**src/rtl/wb_arbiter_sb_pkg.sv**
```systemverilog
// Shared definitions for the writeback arbiter / scoreboard slice.
//   ADDR_W, DATA_W, NUM_REGS : register file geometry (r0 hardwired zero)
//   REG_ZERO                 : address of the hardwired-zero register
//   req_e                    : requester identity, used as round-robin pointer
package wb_arbiter_sb_pkg;

  localparam int unsigned ADDR_W   = 4;
  localparam int unsigned DATA_W   = 32;
  localparam int unsigned NUM_REGS = 2 ** ADDR_W;

  localparam logic [ADDR_W-1:0] REG_ZERO = 4'd0;

  typedef enum logic {
    REQ_A = 1'b0,
    REQ_M = 1'b1
  } req_e;

endpackage

```
**src/rtl/wb_arbiter_sb_rr_arb2.sv**
```systemverilog
// Two-input round-robin arbiter.
//   clk, rst_n : clock, asynchronous active-low reset
//   i_valid    : request vector, bit 0 = A, bit 1 = M
//   o_grant    : one-hot (or zero) grant vector, combinational
// The pointer remembers the last winner; on a tie the other requester wins.
// After reset the pointer is M so A wins the first tie.
module rr_arb2
  import wb_arbiter_sb_pkg::*;
(
  input  logic       clk,
  input  logic       rst_n,
  input  logic [1:0] i_valid,
  output logic [1:0] o_grant
);

  req_e r_last;

  always_comb begin
    o_grant = i_valid;
    if (i_valid == 2'b11) begin
      o_grant = (r_last == REQ_M) ? 2'b01 : 2'b10;
    end
  end

  always_ff @(posedge clk or negedge rst_n) begin
    if (!rst_n) begin
      r_last <= REQ_M;
    end else if (o_grant[0]) begin
      r_last <= REQ_A;
    end else if (o_grant[1]) begin
      r_last <= REQ_M;
    end
  end

endmodule

```
**src/rtl/wb_arbiter_sb.sv**
```systemverilog
// Writeback arbiter with register busy scoreboard.
// Shares the register file's single write port between the ALU (A) and the
// load return path (M), registers the winner onto the write port, and tracks
// which registers have a pending write.
//   clk, rst_n                   : clock, asynchronous active-low reset
//   a_valid/a_ready/a_addr/a_data: ALU writeback handshake
//   m_valid/m_ready/m_addr/m_data: load writeback handshake
//   iss_valid/iss_addr           : issue stage reserving a destination
//   write_addr/write_data        : to register file (write_addr 0 = no write)
//   busy                         : pending-write flags, bit 0 always 0
//   sb_err                       : sticky illegal scoreboard operation flag
module wb_arbiter_sb
  import wb_arbiter_sb_pkg::*;
#(
  parameter int unsigned DATA_W   = wb_arbiter_sb_pkg::DATA_W,
  parameter int unsigned ADDR_W   = wb_arbiter_sb_pkg::ADDR_W,
  parameter int unsigned NUM_REGS = 2 ** ADDR_W
) (
  input  logic                clk,
  input  logic                rst_n,
  input  logic                a_valid,
  output logic                a_ready,
  input  logic [ADDR_W-1:0]   a_addr,
  input  logic [DATA_W-1:0]   a_data,
  input  logic                m_valid,
  output logic                m_ready,
  input  logic [ADDR_W-1:0]   m_addr,
  input  logic [DATA_W-1:0]   m_data,
  input  logic                iss_valid,
  input  logic [ADDR_W-1:0]   iss_addr,
  output logic [ADDR_W-1:0]   write_addr,
  output logic [DATA_W-1:0]   write_data,
  output logic [NUM_REGS-1:0] busy,
  output logic                sb_err
);

  localparam logic [ADDR_W-1:0]   ADDR_ZERO = ADDR_W'(REG_ZERO);
  localparam logic [NUM_REGS-1:0] ONE_HOT0  = NUM_REGS'(1);

  logic [1:0]          w_req;
  logic [1:0]          w_grant;
  logic [ADDR_W-1:0]   r_write_addr;
  logic [DATA_W-1:0]   r_write_data;
  logic [NUM_REGS-1:0] r_busy;
  logic                r_sb_err;

  logic                w_commit;
  logic                w_reserve;
  logic [NUM_REGS-1:0] w_clr_vec;
  logic [NUM_REGS-1:0] w_set_vec;
  logic [NUM_REGS-1:0] w_busy_d;
  logic                w_err_waw;
  logic                w_err_clr;

  // Readies are forced low while reset is asserted.
  assign w_req = {m_valid, a_valid} & {2{rst_n}};

  rr_arb2 u_rr_arb2 (
    .clk     (clk),
    .rst_n   (rst_n),
    .i_valid (w_req),
    .o_grant (w_grant)
  );

  assign a_ready = w_grant[0];
  assign m_ready = w_grant[1];

  // Write port register: one-cycle latency from grant to register file.
  always_ff @(posedge clk or negedge rst_n) begin
    if (!rst_n) begin
      r_write_addr <= '0;
      r_write_data <= '0;
    end else if (w_grant[0]) begin
      r_write_addr <= a_addr;
      r_write_data <= a_data;
    end else if (w_grant[1]) begin
      r_write_addr <= m_addr;
      r_write_data <= m_data;
    end else begin
      r_write_addr <= '0;
    end
  end

  // Scoreboard: the write presented this cycle commits on the coming edge.
  always_comb begin
    w_commit  = (r_write_addr != ADDR_ZERO);
    w_reserve = iss_valid && (iss_addr != ADDR_ZERO);
    w_clr_vec = '0;
    w_set_vec = '0;
    if (w_commit) begin
      w_clr_vec = ONE_HOT0 << r_write_addr;
    end
    if (w_reserve) begin
      w_set_vec = ONE_HOT0 << iss_addr;
    end
    // Set after clear: a reissue on the commit edge leaves the new producer owning it.
    w_busy_d  = ((r_busy & ~w_clr_vec) | w_set_vec) & ~ONE_HOT0;
    w_err_waw = w_reserve && r_busy[iss_addr] &&
                !(w_commit && (r_write_addr == iss_addr));
    w_err_clr = w_commit && !r_busy[r_write_addr];
  end

  always_ff @(posedge clk or negedge rst_n) begin
    if (!rst_n) begin
      r_busy   <= '0;
      r_sb_err <= 1'b0;
    end else begin
      r_busy   <= w_busy_d;
      r_sb_err <= r_sb_err | w_err_waw | w_err_clr;
    end
  end

  assign write_addr = r_write_addr;
  assign write_data = r_write_data;
  assign busy       = r_busy;
  assign sb_err     = r_sb_err;

endmodule

```
**config.mk**
```make
export PLATFORM = sky130hd
export DESIGN_NAME = wb_arbiter_sb
export DESIGN_NICKNAME = d
export VERILOG_FILES = /design/src/rtl/wb_arbiter_sb_pkg.sv /design/src/rtl/wb_arbiter_sb_rr_arb2.sv /design/src/rtl/wb_arbiter_sb.sv
export SDC_FILE = /design/constraint.sdc
export NUM_CORES = 1
export LEC_CHECK = 0
export BUFFER_PORTS_ARGS = -buffer_cell sky130_fd_sc_hd__buf_2
export CORE_MARGIN = 4
export CORE_UTILIZATION = 25
export DETAILED_ROUTE_END_ITERATION = 8
export MAX_ROUTING_LAYER = met4
export PLACE_DENSITY = 0.51
export SYNTH_ARGS = -nofsm -noshare
export SYNTH_HDL_FRONTEND = slang
export SYNTH_SLANG_ARGS = --single-unit
```
**constraint.sdc**
```tcl
create_clock -name clk -period 1.8 [get_ports clk]
set_input_delay 0.18 -clock clk [delete_from_list [all_inputs] [get_ports clk]]
set_output_delay 0.18 -clock clk [all_outputs]
set_load 0.03 [all_outputs]
```
==> results.ini <==
[floorplanning]
row_count=36
start_util_pct=25.6
fp.dieH_microns=108
dieArea_sq_mm=0.0116
ios=136
core_area_sq_mm=0.00973
die_w_microns=108

[global_route]
antenna_found_initial=0
overflow=0
grt_max_degree=48
grt.total_usage_pct=13.1
grt_pass1_wl_mm=11.6
grt_pass1_vias=2293

[timing]
hold_viol_final=0
setup_ws_ns=0.112
setup_violations=0
timing.slew.headroom_pct=60.0
whs_ns=0.0838
fin_crit_ns=1.69
period_share_pct=93.8
report.final.slew_viol_count=0
fin_skew_ns=0.00611
max_freq_mhz=592
worst_pin_slew_ns=0.601
finalSetupTns_ns=0
rsz0062_at_grt=false

[place]
dpl.cell_count=480
dp_slack_ns=0.169
port-buffer-count=134
placed_area_sq_mm=0.00333
place.gp.congestion=0.906
hpwl_mm=5.80

[detailed_routing]
antenna_left=0
drt-initial-drc-count=268
drt_pass1_iterations=7
routed_wl_mm=7.75
drc_errors=0
vias=2448
viasPerCell=4.99
wl_per_cell_microns=15.8

[finish]
stdcell_area_sq_mm=0.00350
antenna-diode-count=0
drive_gt1_share_pct=45.0
area_growth_pct=40.8
fin_util_pct=36.0
nets=438
fin_cells=491

[synth]
syn-num-nets=305
synthArstFlopShare_pct=100
yosys_warnings=0
ys_seq_area_share_pct=53.4
synth_top_area_cell=dfrtp_1
synth_cells=224
synthTopCellsByCount=dfrtp_1, inv_1, a222oi_1
synth.most_common_cell=dfrtp_1
synth_top_cell_area_share_pct=52.3
syn_area_per_cell_sq_um=11.1
ys_top_cells_by_area=dfrtp_1, a222oi_1, inv_1, o21ai_0, mux4_2
synth_cell_type_count=34
synth_flop_cell=dfrtp_1
syn_area_sq_mm=0.00249
ys_ff_latch=53
synth_edf_count=0

[critical_path]
worstReg2RegEnd=sb_err$_DFF_PN0_
worstPathArrival_ns=1.86
crit_type=reg2reg
worstPathMaxFanout=11
cp_cell_sequence=nand2b_1 -> o2bb2ai_1 -> a2111oi_0 -> o22ai_1
ff2ff_path_depth=4
r2r_setup_slack_ns=0.11
crit_path_end_kind=register
cpPeakStageDelay_ns=0.62
cp-start-kind=register
critPathSlowestCell=dfrtp_1
crit_required_ns=1.97
reg2reg_from=write_addr[0]$_DFF_PN0_

[power_and_ir_drop]
power.internal_mw=2.31
switching_share_pct=37.5
p_clk_share_pct=22.8
p_leak_nw=1.79
ir_drop_uv=391
comb_power_share_pct=34.4
power_per_cell_area_mw_per_mm2=1060
p_switching_mw=1.39
p_seq_share_pct=42.8
p_total_mw=3.71

[clock_tree]
cts_sinks=53
clockBufferDepth=2
numCtsBuffers=5
cts_max_level=2
cts_tree=yes
ctsRootBufferMaster=clkbuf_8
clk-insertion-delay-late_ns=0.30
clkTransAtPathRegs_ns=0.10

[worst_hold_path]
min_path_type=in2async

[run]
maxCapViolations=0

[outcome]
outcome=finished, final reports clean

[state kept, by name, indices dropped and copies added, names as in the netlist]
register / cells
write_data: 32
busy: 15
write_addr: 4
sb_err: 1
u_rr_arb2.r_last: 1
[routing by layer]
metal / part of all wire [%] / GRT usage (%)
met1: 44 / 18.1
met2: 44 / 18.8
met3: 10 / 3.60
met4: 1.6 / 3.79
met5: 0 / -
[cells by family after synthesis]
group / synth area share, %
AO/OA/AOI/OAI: 23.2
buffers and inverters: 8.86
flip-flops: 53.4
AND/OR/NAND/NOR: 6.24
multiplexers: 6.79
XOR/XNOR: 1.41
other: 0.151
[layout make-up]
| type | instances | area [sq um] |
|---|---|---|
| inverter | 36 | 135 |
| fill | 1030 | 6230 |
| sequential | 53 | 1330 |
| clock inverter | 2 | 37.5 |
| multi-input combinational | 117 | 957 |
| timing repair buffer | 144 | 793 |
| clock buffer | 6 | 82.6 |
| tap | 133 | 166 |
[repair_timing]
item	in CTS	in global routing
resized for setup	0	2
setup buffers	0	1
hold buffers	1	0
endpoints found under the hold margin	6	0
setup endpoints to repair	0	1
[placed cells by master (no fill, tap or decap), types with 3 or more instances in the layout]
master and instances:
buf_2 133, dfrtp_1 52, inv_1 36, a222oi_1 32, o21ai_0 24, nand2_1 10, nand2b_1 6, clkbuf_8 6
buf_4 6, o31ai_1 5, mux4_2 5, a22o_1 4, nor2_1 3, o22ai_1 3, mux2i_1 3
[power by group through the flow]
stage	registers, mW	logic (mW)	clock network [mW]
after floorplan	1.97	0.407	0
after global placement	1.60	1.26	0
after detailed placement	1.60	1.26	0
after CTS	1.58	1.27	0.893
after global routing	1.62	1.37	0.936
final	1.59	1.27	0.846
[worst max-delay path by stage]
stage                                      start          endpoint  slack, ns  cells past startpoint
finish                   write_addr[0]$_DFF_PN0_  sb_err$_DFF_PN0_       0.11                      4
global route             write_addr[0]$_DFF_PN0_  sb_err$_DFF_PN0_      0.008                      4
CTS                 u_rr_arb2.r_last$_DFFE_PN1P_           a_ready      0.006                      4
detailed placement       write_addr[0]$_DFF_PN0_  sb_err$_DFF_PN0_       0.17                      4
global placement                     iss_addr[0]  sb_err$_DFF_PN0_       0.21                      5
floorplan                write_addr[0]$_DFF_PN0_  sb_err$_DFF_PN0_       0.15                      5
[critical path: cells and delay by family, from the launching register on]
| kind | cells | cell delay (ns) |
|---|---|---|
| AO/OA/AOI/OAI | 3 | 0.67 |
| AND/OR/NAND/NOR | 1 | 0.26 |
| flip-flops | 1 | 0.62 |
Note: power is estimated with default switching activity, not from simulation.
